File: src/rtl/regfile_wb_arbiter_pkg.sv
// Shared constants and types for the regfile writeback arbiter.
package regfile_wb_arbiter_pkg;

   localparam int DEF_DATAWIDTH = 32;
   localparam int DEF_REGCOUNT  = 32;
   localparam int DEF_ADDRW     = 5;

   // Register 0 is hardwired zero; writes to it are accepted and discarded.
   localparam int ZERO_REG = 0;

   // Requester identities, also used as bit positions in req/gnt vectors.
   typedef enum logic {
      REQ_ALU = 1'b0,
      REQ_LSU = 1'b1
   } req_e;

endpackage

File: src/rtl/regfile_wb_arbiter_rr.sv
// Two-way round-robin arbiter. The pointer remembers the winner of the
// last contended grant and only moves when both requesters were valid.
module rr_arbiter2
   import regfile_wb_arbiter_pkg::*;
(
   input  logic       clk,
   input  logic       rst_n,
   input  logic [1:0] req,
   output logic [1:0] gnt
);

   req_e last_q;
   req_e last_d;

   // Grant selection and pointer next-state.
   always_comb begin
      // NOTE: every output of a combinational block gets a default first,
      // so no path leaves it unassigned and no latch is inferred.
      gnt    = '0;
      last_d = last_q;
      case (req)
         2'b11: begin
            if (last_q == REQ_LSU) begin
               gnt[REQ_ALU] = 1'b1;
               last_d       = REQ_ALU;
            end else begin
               gnt[REQ_LSU] = 1'b1;
               last_d       = REQ_LSU;
            end
         end
         2'b01:   gnt[REQ_ALU] = 1'b1;
         2'b10:   gnt[REQ_LSU] = 1'b1;
         default: ;
      endcase
   end

   // Pointer register; reset as if the LSU won last so the ALU wins first.
   always_ff @(posedge clk) begin
      // NOTE: sequential state uses non-blocking assignments only, so every
      // flop samples the pre-edge values regardless of statement order.
      if (!rst_n) last_q <= REQ_LSU;
      else        last_q <= last_d;
   end

endmodule

File: src/rtl/regfile_wb_arbiter.sv
// Shares the regfile write port between ALU and LSU writebacks, registers
// the winning write, and tracks per-register busy bits for issue hazards.
module regfile_wb_arbiter
   import regfile_wb_arbiter_pkg::*;
#(
   parameter int DATAWIDTH = DEF_DATAWIDTH,
   parameter int REGCOUNT  = DEF_REGCOUNT,
   parameter int ADDRW     = DEF_ADDRW
) (
   input  logic                 clk,
   input  logic                 rst_n,
   input  logic                 alu_valid,
   input  logic [ADDRW-1:0]     alu_rd,
   input  logic [DATAWIDTH-1:0] alu_data,
   output logic                 alu_ready,
   input  logic                 lsu_valid,
   input  logic [ADDRW-1:0]     lsu_rd,
   input  logic [DATAWIDTH-1:0] lsu_data,
   output logic                 lsu_ready,
   input  logic                 iss_valid,
   input  logic [ADDRW-1:0]     iss_rs1,
   input  logic [ADDRW-1:0]     iss_rs2,
   input  logic [ADDRW-1:0]     iss_rd,
   output logic                 iss_hazard,
   output logic                 write,
   output logic [ADDRW-1:0]     writeReg,
   output logic [DATAWIDTH-1:0] writeData
);

   // Busy vectors span the full index space; slots >= REGCOUNT never set.
   localparam int NSLOT = 2 ** ADDRW;

   logic [1:0]           req;
   logic [1:0]           gnt;
   logic [ADDRW-1:0]     sel_rd;
   logic [DATAWIDTH-1:0] sel_data;

   logic                 write_q,      write_d;
   logic [ADDRW-1:0]     write_reg_q,  write_reg_d;
   logic [DATAWIDTH-1:0] write_data_q, write_data_d;
   logic [NSLOT-1:0]     busy_q,       busy_d;
   logic [NSLOT-1:0]     eff_busy;

   assign req[REQ_ALU] = alu_valid;
   assign req[REQ_LSU] = lsu_valid;

   rr_arbiter2 u_arb (
      .clk   (clk),
      .rst_n (rst_n),
      .req   (req),
      .gnt   (gnt)
   );

   assign alu_ready = gnt[REQ_ALU];
   assign lsu_ready = gnt[REQ_LSU];

   assign write     = write_q;
   assign writeReg  = write_reg_q;
   assign writeData = write_data_q;

   // Mux the granted request into the next write; x0 writes are swallowed.
   always_comb begin
      sel_rd       = gnt[REQ_LSU] ? lsu_rd   : alu_rd;
      sel_data     = gnt[REQ_LSU] ? lsu_data : alu_data;
      write_d      = (|gnt) && (sel_rd != ADDRW'(ZERO_REG));
      write_reg_d  = write_d ? sel_rd   : write_reg_q;
      write_data_d = write_d ? sel_data : write_data_q;
   end

   // Effective busy: a register being written this cycle is forwarded by
   // the regfile, so it no longer blocks issue.
   always_comb begin
      for (int i = 0; i < NSLOT; i++) begin
         eff_busy[i] = busy_q[i] && (i != ZERO_REG)
                       && !(write_q && (write_reg_q == ADDRW'(i)));
      end
      iss_hazard = iss_valid
                   && (eff_busy[iss_rs1] || eff_busy[iss_rs2] || eff_busy[iss_rd]);
   end

   // Scoreboard update: clear on the completing write, then set on issue.
   always_comb begin
      busy_d = busy_q;
      if (write_q && (int'(write_reg_q) < REGCOUNT))
         busy_d[write_reg_q] = 1'b0;
      if (iss_valid && !iss_hazard && (iss_rd != ADDRW'(ZERO_REG))
          && (int'(iss_rd) < REGCOUNT))
         busy_d[iss_rd] = 1'b1;
   end

   // Output register and scoreboard state.
   always_ff @(posedge clk) begin
      if (!rst_n) begin
         write_q      <= 1'b0;
         write_reg_q  <= '0;
         write_data_q <= '0;
         // NOTE: the scoreboard is a flop vector, not a RAM, so it is reset
         // here; stale busy bits after reset would stall issue forever.
         busy_q       <= '0;
      end else begin
         write_q      <= write_d;
         write_reg_q  <= write_reg_d;
         write_data_q <= write_data_d;
         busy_q       <= busy_d;
      end
   end

endmodule

File: config.mk
export PLATFORM = sky130hd
export DESIGN_NAME = regfile_wb_arbiter
export DESIGN_NICKNAME = d
export VERILOG_FILES = /design/src/rtl/regfile_wb_arbiter_pkg.sv /design/src/rtl/regfile_wb_arbiter_rr.sv /design/src/rtl/regfile_wb_arbiter.sv
export SDC_FILE = /design/constraint.sdc
export NUM_CORES = 1
export LEC_CHECK = 0
export ABC_CLOCK_PERIOD_IN_PS = 2700
export BUFFER_PORTS_ARGS = -buffer_cell sky130_fd_sc_hd__buf_2
export CAP_MARGIN = 10
export CORE_MARGIN = 5
export CORE_UTILIZATION = 45
export CTS_BUF_LIST = sky130_fd_sc_hd__clkbuf_4 sky130_fd_sc_hd__clkbuf_8 sky130_fd_sc_hd__clkbuf_16
export DETAILED_ROUTE_END_ITERATION = 8
export PLACE_DENSITY_LB_ADDON = 0.25
export SLEW_MARGIN = 30
export SYNTH_ARGS = -nofsm -noshare
export SYNTH_HDL_FRONTEND = slang
export SYNTH_SLANG_ARGS = --single-unit
File: constraint.sdc
create_clock -name clk -period 2.7 [get_ports clk]
set_clock_uncertainty 0.1 [all_clocks]
set_input_delay 0.54 -clock clk [delete_from_list [all_inputs] [get_ports clk]]
set_output_delay 0.54 -clock clk [all_outputs]
set_load 0.05 [all_outputs]
## Word-level counts from Yosys, hierarchy flattened

Index checks and enable logic that the tools add are counted.

| storage, ports and cells | value |
|---|---|
| register bits after elaboration | 71 |
| latch bits | 0 |
| memory bits (writable) | 0 |
| memory bits (read-only) | 0 |
| input bits | 94 |
| output and inout port bits | 41 |
| memories kept | 0 |

| operators by class | value |
|---|---|
| $add $sub $neg | 0 |
| multipliers | 0 |
| div/mod/pow operators | 0 |
| magnitude comparators | 6 |
| equal/unequal tests | 34 |
| shifts and indexed selects | 0 |
| muxes and demuxes | 18 |
| bitwise gates (word level) | 3 |
| reduce and logical (&&, ||, !) cells | 105 |

Operators by type and width:

| kind | count |
|---|---|
| two-way mux 32 bit | 3 |
| equality test 5 bit, second input constant | 16 |
| logical AND 1 bit | 68 |
| equality test 5 x 4 -> 1 bit, second input constant | 8 |
| AND 32 bit | 1 |
| zero test 1 bit | 32 |
| NOT 32 bit | 1 |
| OR 32 bit | 1 |
| less-than comparator 5 x 6 -> 1 bit, second input constant | 4 |
| equality test 5 x 3 -> 1 bit, second input constant | 4 |
| binary-select mux 1 bit (select 5 bit) | 3 |
| demux 1 bit (select 5 bit) | 2 |
| equality test 5 x 2 -> 1 bit, second input constant | 2 |
| >= comparator 5 x 1 -> 1 bit, second input constant | 2 |
| nonzero test 5 bit | 2 |
| two-way mux 1 bit | 7 |
| equality test 5 x 1 -> 1 bit, second input constant | 1 |
| two-way mux 5 bit | 1 |
| equality test 2 bit, second input constant | 2 |
| one-hot mux 1 bit (2 select lines) | 2 |
| equality test 2 x 1 -> 1 bit, second input constant | 1 |
| logical OR 1 bit | 2 |
| OR reduction 2 bit | 1 |

## Longest topological paths before layout

Gate-level depths: netlist of the first run.

| logic depth | value |
|---|---|
| depth after elaboration | 13 |
| mapped depth | 11 |
| gate-level depth less buffers | 8 |

## Cells and area by module

A second synthesis of the first run with hierarchy kept.

| second synthesis, totals | value |
|---|---|
| cells, all modules | 532 |
| area total of the unflattened synthesis | 4565.6 µm² |

By module, submodules not included:

| module | times used | cells each | area an instance (µm²) | sequential area each (µm²) |
|---|---|---|---|---|
| regfile_wb_arbiter | 1 | 525 | 4506.8 | 1381.3 |
| rr_arbiter2 | 1 | 7 | 58.8 | 20.0 |

## Least setup slack after synthesis of the first run

OpenSTA, ideal clock, no wires.

| path | value |
|---|---|
| kind | register to output |
| from | register write_reg_q[0], in the netlist writeReg[0] |
| to | output port iss_hazard |
| arrival time | 3.149 ns |
| required time | 2.060 ns |
| slack | -1.089 ns |
| cell stages (with the launch flop) | 10 |
| buffers on the path | 2 |
| path through | dfxtp_1 > buf_2 > nand2b_1 > buf_2 > o21ai_0 > nor2_1 > o41ai_2 > o32ai_1 > a2111oi_2 > a21boi_0 |

| on the way | value |
|---|---|
| word-level cells in the longest chain between the ends | 9 |

RTL lines:

| what | line | RTL |
|---|---|---|
| start: declaration | regfile_wb_arbiter.sv:39 | `logic [ADDRW-1:0] write_reg_q, write_reg_d;` |
| start signal: assignment | regfile_wb_arbiter.sv:102 | `write_reg_q <= write_reg_d;` |
| equality test 5 x 1 -> 1 bit, or another cell as far along | regfile_wb_arbiter.sv:75 | `&& !(write_q && (write_reg_q == ADDRW'(i)));` |
| logical AND 1 bit | regfile_wb_arbiter.sv:75 |  |
| zero test 1 bit | regfile_wb_arbiter.sv:75 |  |
| logical AND 1 bit | regfile_wb_arbiter.sv:75 |  |
| binary-select mux 1 bit (select 5 bit) | regfile_wb_arbiter.sv:78 | `&& (eff_busy[iss_rs1] \|\| eff_busy[iss_rs2] \|\| eff_busy[iss_rd]);` |
| two-way mux 1 bit (not written as such) | regfile_wb_arbiter.sv:78 |  |
| logical OR 1 bit | regfile_wb_arbiter.sv:78 |  |
| logical OR 1 bit * | regfile_wb_arbiter.sv:78 |  |
| logical AND 1 bit * | regfile_wb_arbiter.sv:78 |  |
| end: declaration | regfile_wb_arbiter.sv:24 | `output logic iss_hazard,` |

Mark *: on every way between the ends. The rest lies on a longest branch, timed or not. The select of a mux whose other input is x is not followed.

## Final worst setup path of the first run

| path | value |
|---|---|
| from | register write_reg_q[1], in the netlist writeReg[1] |
| to | output port iss_hazard |

The elaborated chain is that of the path after synthesis.

==> impl_metrics.py, run 1 <==
metrics = {
    "detailed_routing": {
        "ant_nets": 0,
        "via_per_inst": 5.736,
        "drtIter0Drc": 428,
        "dr.pass1.iters": 5,
        "route.detailed.drc": 0,
        "post_drt_wl_per_cell_microns": 19.81,
        "vias": 5266,
        "wirelength_microns": 18180,
    },
    "global_routing": {
        "antenna_found_initial": 0,
        "grt_pass1_vias": 5388,
        "grt_pass1_wl_microns": 28240,
        "grt_usage_pct": 31.39,
        "grt_max_degree": 52,
        "grt_overflow": 0,
    },
    "outcome": {
        "status": "finished with violations",
        "violations": "negative setup slack",
    },
    "job": {
        "cap_violations": 0,
    },
    "clocking": {
        "cts_root_buffer": "clkbuf_8",
        "ctsHoldBuffers": 0,
        "clk_path_buf_depth": 2,
        "cts_sinks": 70,
        "htreeDepth": 3,
        "cts_tree": "yes",
        "clk_pin_slew_ps": 80,
        "cts_buffers": 9,
        "clk_latency_ps": 350,
    },
    "finish": {
        "final_util_pct": 69.67,
        "seq_area_sq_um": 1421,
        "layout_common_cells": "133 x buf_2, 133 x buf_4, 64 x dfxtp_1",
        "nFillCells": 831,
        "synthToLayoutAreaGrowth_pct": 53.56,
        "fin_cells": 918,
        "multi_input_area_sq_um": 2944,
        "n_antenna_cell": 0,
        "post_route_cells_drive_above_1_share_pct": 47.26,
        "final_nets": 874,
        "fin_area_sq_um": 6715,
    },
    "die": {
        "io_pins": 135,
        "start_util_pct": 45.37,
        "die_area_sq_um": 11790,
        "core-area_sq_um": 9639,
        "dieHeight_microns": 108.6,
        "placementRows": 36,
        "die_width_microns": 108.6,
    },
    "logic_synthesis": {
        "synth_fa_ha_area_share_pct": 0,
        "yosysSeqAreaShare_pct": 32.05,
        "mappedNetlistArea_sq_um": 4373,
        "async_reset_ff_share_pct": 0,
        "avgSynthCellArea_sq_um": 8.298,
        "synth_compound_area_share_pct": 30.30,
        "synth_seq_cells": 70,
        "synth_cells": 527,
        "synth_top_cells_by_area": "dfxtp_1 32%, mux2i_1 10%, o22ai_2 8.0%",
        "synth_xor_area_share_pct": 0.4006,
        "synth_mux_area_share_pct": 11.10,
        "yosys.area_share.simple_pct": 20.74,
        "yosys_warnings": 0,
        "synth_top_area_share_pct": 32.05,
        "ys.flop_type": "dfxtp_1",
        "ys_types": 53,
        "syn-num-nets": 621,
        "synth_edf_count": 0,
        "yosys.area.top_type": "dfxtp_1",
        "synth_top_family_by_area": "compound AO/OA/AOI/OAI gates",
    },
    "placed_design": {
        "dpl.cell_count": 890,
        "portBuffers": 134,
        "placed_area_sq_um": 6221,
        "place_ws_ps": -328.2,
        "place_hpwl_microns": 14060,
        "gp_congestion": 0.9808,
    },
    "sta": {
        "period_minus_slack_ps": 3337,
        "setup_viol": 32,
        "slew_headroom_pct": 58.36,
        "worst_pin_slew_ps": 622.3,
        "fin_tns_setup_ps": -9175,
        "post-route-period-util_pct": 123.6,
        "fin_hold_ws_ps": 385.0,
        "rsz0062_at_grt": "yes",
        "maxSlewViolCount": 0,
        "final_hold_viol_count": 0,
        "worst_slack_ps": -636.5,
        "fmax_mhz": 299.7,
    },
    "power_and_ir_drop": {
        "report.power.total_mw": 2.919,
        "p_per_area_nw_per_um2": 434.6,
        "seqPwrFrac_pct": 39.1,
        "swShare_pct": 37.22,
        "pwr-share-clk_pct": 25.9,
        "combPwrFrac_pct": 34.9,
        "leakagePower_nw": 2.806,
        "vdd_drop_max_mv": 0.3879,
        "p_int_mw": 1.832,
        "p_sw_mw": 1.086,
    },
    "worst_hold_path": {
        "hp-class": "input pin to flip-flop",
    },
    "critical_path": {
        "crit_family": "compound AO/OA/AOI/OAI gates",
        "crit_path_max_incr_delay_ps": 600,
        "worst_setup_path_end_kind": "primary output",
        "crit_buf_inv": 1,
        "cp_data_required_time_ps": 2060,
        "critPathLaunchType": "flip-flop",
        "critPathArrivalTime_ps": 2700,
        "critPathKind": "flip-flop to primary output",
        "crit_chain": "or4b_4 -> o21ai_4 -> nor2_2 -> o41ai_2 -> o32ai_2 -> a2111oi_4 -> a21boi_4 -> buf_6",
        "cpMaxStageDelayCell": "or4b_4",
        "critPathMaxFanout": 6,
    },
}
[flip-flops by register name, indices dropped and copies added, names as in the netlist]
register      count
busy_q           31
u_arb.last_q      1
write             1
writeData        32
writeReg          5
[area by class of cell]
class | instances | share of cell area, %
clock buffer | 10 | 1.956
clock inverter | 6 | 0.5776
inverter | 10 | 0.5590
multi-input combinational | 404 | 43.84
sequential | 70 | 21.17
tap | 133 | 2.478
timing repair buffer | 285 | 29.42
[cells in the mapped netlist (5+ instances only)]
master,count
o2111ai_1,7
o22ai_1,5
nor4_1,5
nor2b_1,6
nor3_1,19
inv_1,10
dfxtp_1,70
buf_2,6
and2_1,8
nand2_1,56
o21ai_0,33
mux2i_1,44
o21ai_1,5
nor2_1,61
o211ai_1,11
o22ai_2,28
nand3_1,7
o221ai_1,5
a21oi_1,6
clkbuf_1,29
a211oi_1,37
[power groups by stage]
stage / Combinational (mW) / Sequential, mW / Clock (mW)
6_report: 1.02 / 1.14 / 0.757
3_3_place_gp: 0.916 / 1.16 / 0
3_5_place_dp: 0.926 / 1.16 / 0
2_1_floorplan: 0.370 / 1.35 / 0
4_1_cts: 1.00 / 1.14 / 0.774
5_1_grt: 1.08 / 1.15 / 0.826
[layer usage]
layer | global-route usage [%] | up-vias | part of all wire [%]
met5 | 0 | - | 0
li1 | - | 2488 | -
met4 | 16.14 | 0 | 4.9
met1 | 38.69 | 2436 | 40
met2 | 51.90 | 275 | 47
met3 | 6.030 | 67 | 8.0
[cell families (layout without fill, tap and decap cells)]
kind of cell / count (synthesis) / after routing
AOI/OAI and AO/OA: 165 / 165
xor gates and xnor gates: 2 / 2
buffers and inverters: 53 / 311
DFF: 70 / 70
muxes: 48 / 48
and+or+nand+nor: 189 / 189
[final timing paths]
| check | from | to | slack, ps | cells after the start |
|---|---|---|---|---|
| min reg2reg | writeData[4] | writeData[4] | 400 | 2 |
| max reg2reg | writeReg[1] | busy_q[10] | -350 | 11 |
| max | writeReg[1] | iss_hazard | -640 | 8 |
| min | rst_n | u_arb.last_q | 380 | 2 |
[what timing repair did]
| action | CTS | global route |
|---|---|---|
| endpoints found under the setup margin | 32 | 32 |
| gates cloned | 3 | 1 |
| pin swaps | 2 | 39 |
| gates resized for setup | 22 | 32 |
| buffers inserted | 6 | 9 |
[worst reg2reg max path, delay by kind of cell (launching register included)]
| family | cells | cell delay (ps) |
|---|---|---|
| compound gates | 5 | 1180 |
| buf+inv | 3 | 500 |
| flops | 1 | 360 |
| simple gates | 3 | 840 |
(Power assumes the default switching activity.)
==> inputs of run 2 (changes only) <==
- CORE_UTILIZATION: 45 -> 47
==> run 2 against run 1 <==
  * Setup slack worse by 110 ps
  * Power is 3.6% higher
  * Critical path depth is 4 higher
  * Sequential share of layout area is 0.41 points higher
  * Maximum frequency is 3.3% lower
  * Die area is 3.9% lower
  * Hold slack better by 14 ps
  * The flow still finishes with violations (negative setup slack)
  * Routed wire length is 5.1% higher
  * Largest cell class unchanged
==> impl_metrics.py, run 2 (synthesis results as in run 1) <==
metrics = {
    "outcome": {
        "status": "finished with violations",
        "violations": "negative setup slack",
    },
    "sta": {
        "maxSlewViolCount": 0,
        "fmax_mhz": 289.8,
        "worst_pin_slew_ps": 772.6,
        "period_minus_slack_ps": 3450,
        "post-route-period-util_pct": 127.8,
        "worst_slack_ps": -750.3,
        "setup_viol": 32,
        "rsz0062_at_grt": "yes",
        "fin_hold_ws_ps": 398.9,
        "final_hold_viol_count": 0,
        "slew_headroom_pct": 48.10,
        "fin_tns_setup_ps": -11560,
    },
    "detailed_routing": {
        "wirelength_microns": 19110,
        "post_drt_wl_per_cell_microns": 21.35,
        "drtIter0Drc": 462,
        "route.detailed.drc": 0,
        "via_per_inst": 6.008,
        "ant_nets": 0,
        "vias": 5377,
        "dr.pass1.iters": 5,
    },
    "worst_hold_path": {
        "hp-class": "flip-flop to flip-flop",
    },
    "clocking": {
        "clk_path_buf_depth": 2,
        "cts_tree": "yes",
        "htreeDepth": 3,
        "ctsHoldBuffers": 0,
        "clk_pin_slew_ps": 80,
        "clk_latency_ps": 350,
        "cts_root_buffer": "clkbuf_8",
        "cts_buffers": 9,
        "cts_sinks": 70,
    },
    "global_routing": {
        "grt_pass1_wl_microns": 29550,
        "grt_usage_pct": 33.54,
        "antenna_found_initial": 0,
        "grt_overflow": 0,
        "grt_max_degree": 45,
        "grt_pass1_vias": 5423,
    },
    "die": {
        "core-area_sq_um": 9153,
        "die_area_sq_um": 11330,
        "io_pins": 135,
        "start_util_pct": 47.78,
        "placementRows": 35,
        "die_width_microns": 106.5,
        "dieHeight_microns": 106.5,
    },
    "critical_path": {
        "crit_top_cell": "buf_4",
        "critPathMaxFanout": 4,
        "cpMaxStageDelayCell": "o311ai_0",
        "critPathArrivalTime_ps": 2810,
        "cp_data_required_time_ps": 2060,
        "critPathKind": "flip-flop to primary output",
        "crit_path_max_incr_delay_ps": 430,
        "crit_chain": "buf_4 -> nand4_1 -> buf_4 -> buf_4 -> o311ai_0 -> o311ai_1 -> o2111ai_1 -> o21ai_0 -> nor4_2 -> buf_4 -> a21boi_4 -> buf_6",
        "critPathLaunchType": "flip-flop",
        "worst_setup_path_end_kind": "primary output",
    },
    "finish": {
        "synthToLayoutAreaGrowth_pct": 50.64,
        "layout_commonest_cell": "buf_4",
        "final_nets": 874,
        "largest_register_ffs": 32,
        "layout_common_cells": "140 x buf_4, 133 x buf_2, 64 x dfxtp_1",
        "fin_cells": 895,
        "n_antenna_cell": 0,
        "final_util_pct": 71.98,
        "fin_area_sq_um": 6588,
        "nFillCells": 742,
        "post_route_cells_drive_above_1_share_pct": 46.30,
    },
    "power_and_ir_drop": {
        "report.power.total_mw": 3.024,
        "vdd_drop_max_mv": 0.4022,
        "leakagePower_nw": 2.801,
        "p_per_area_nw_per_um2": 459.0,
    },
    "placed_design": {
        "portBuffers": 134,
        "place_hpwl_microns": 14430,
        "place_ws_ps": -471.7,
        "dpl.cell_count": 869,
        "gp_congestion": 1.050,
        "placed_area_sq_um": 6151,
    },
    "job": {
        "cap_violations": 0,
    },
}
## run 2: cell types whose count changed in the layout (fill, tap and decap cells not counted), sizes merged
| cell | change |
|---|---|
| buf | +2 |
| clkbuf | -3 |
| bufinv | +1 |
| clkinv | -1 |
## run 2: metal layers
layer  part of all wire, %  up-vias  wire [microns]  track usage [%]
li1                      -     2481               -                -
met1                    39     2514            7448            40.43
met2                    47      309            9038            57.01
met3                   8.5       73            1619            6.375
met4                   5.3        0            1006            16.62
met5                     0        -               0                0
## run 2: critical path: cells and delay by family (launching register included)
| kind | cells | cell delay, ps |
|---|---|---|
| AOI/OAI and AO/OA | 5 | 970 |
| buffers and inverters | 5 | 770 |
| DFF | 1 | 360 |
| and+or+nand+nor | 2 | 350 |
## run 2: what timing repair did
| action | 4_1_cts | 5_1_grt |
|---|---|---|
| pin swaps | 36 | 4 |
| gates resized for setup | 16 | 13 |
| buffers inserted | 8 | 1 |
| gates cloned | 3 | 0 |
| hold endpoints to repair | 0 | 0 |
| setup endpoints to repair | 32 | 32 |
## run 2: final timing paths
| kind | from | endpoint | slack, ps | cells past startpoint |
|---|---|---|---|---|
| max | writeReg[1] | iss_hazard | -750 | 12 |
| min | writeData[2] | writeData[2] | 400 | 2 |
| max reg2reg | writeReg[3] | busy_q[27] | -370 | 13 |
| min reg2reg | writeData[2] | writeData[2] | 400 | 2 |
## run 2: report_power, final
| part | internal (mW) | switching (mW) | total [mW] |
|---|---|---|---|
| clock network | 0.420 | 0.427 | 0.847 |
| logic | 0.400 | 0.643 | 1.04 |
| registers | 1.10 | 0.0386 | 1.13 |
| total | 1.92 | 1.11 | 3.02 |
## run 2: area by class of cell
class                      instances  area (sq um)  area share (%)
multi-input combinational        404          2858           43.38
timing repair buffer             285          1944           29.52
sequential                        70          1421           21.58
tap                              111         138.9           2.108
clock buffer                       9         123.9           1.880
clock inverter                     6         63.81          0.9687
inverter                          10         37.54          0.5698
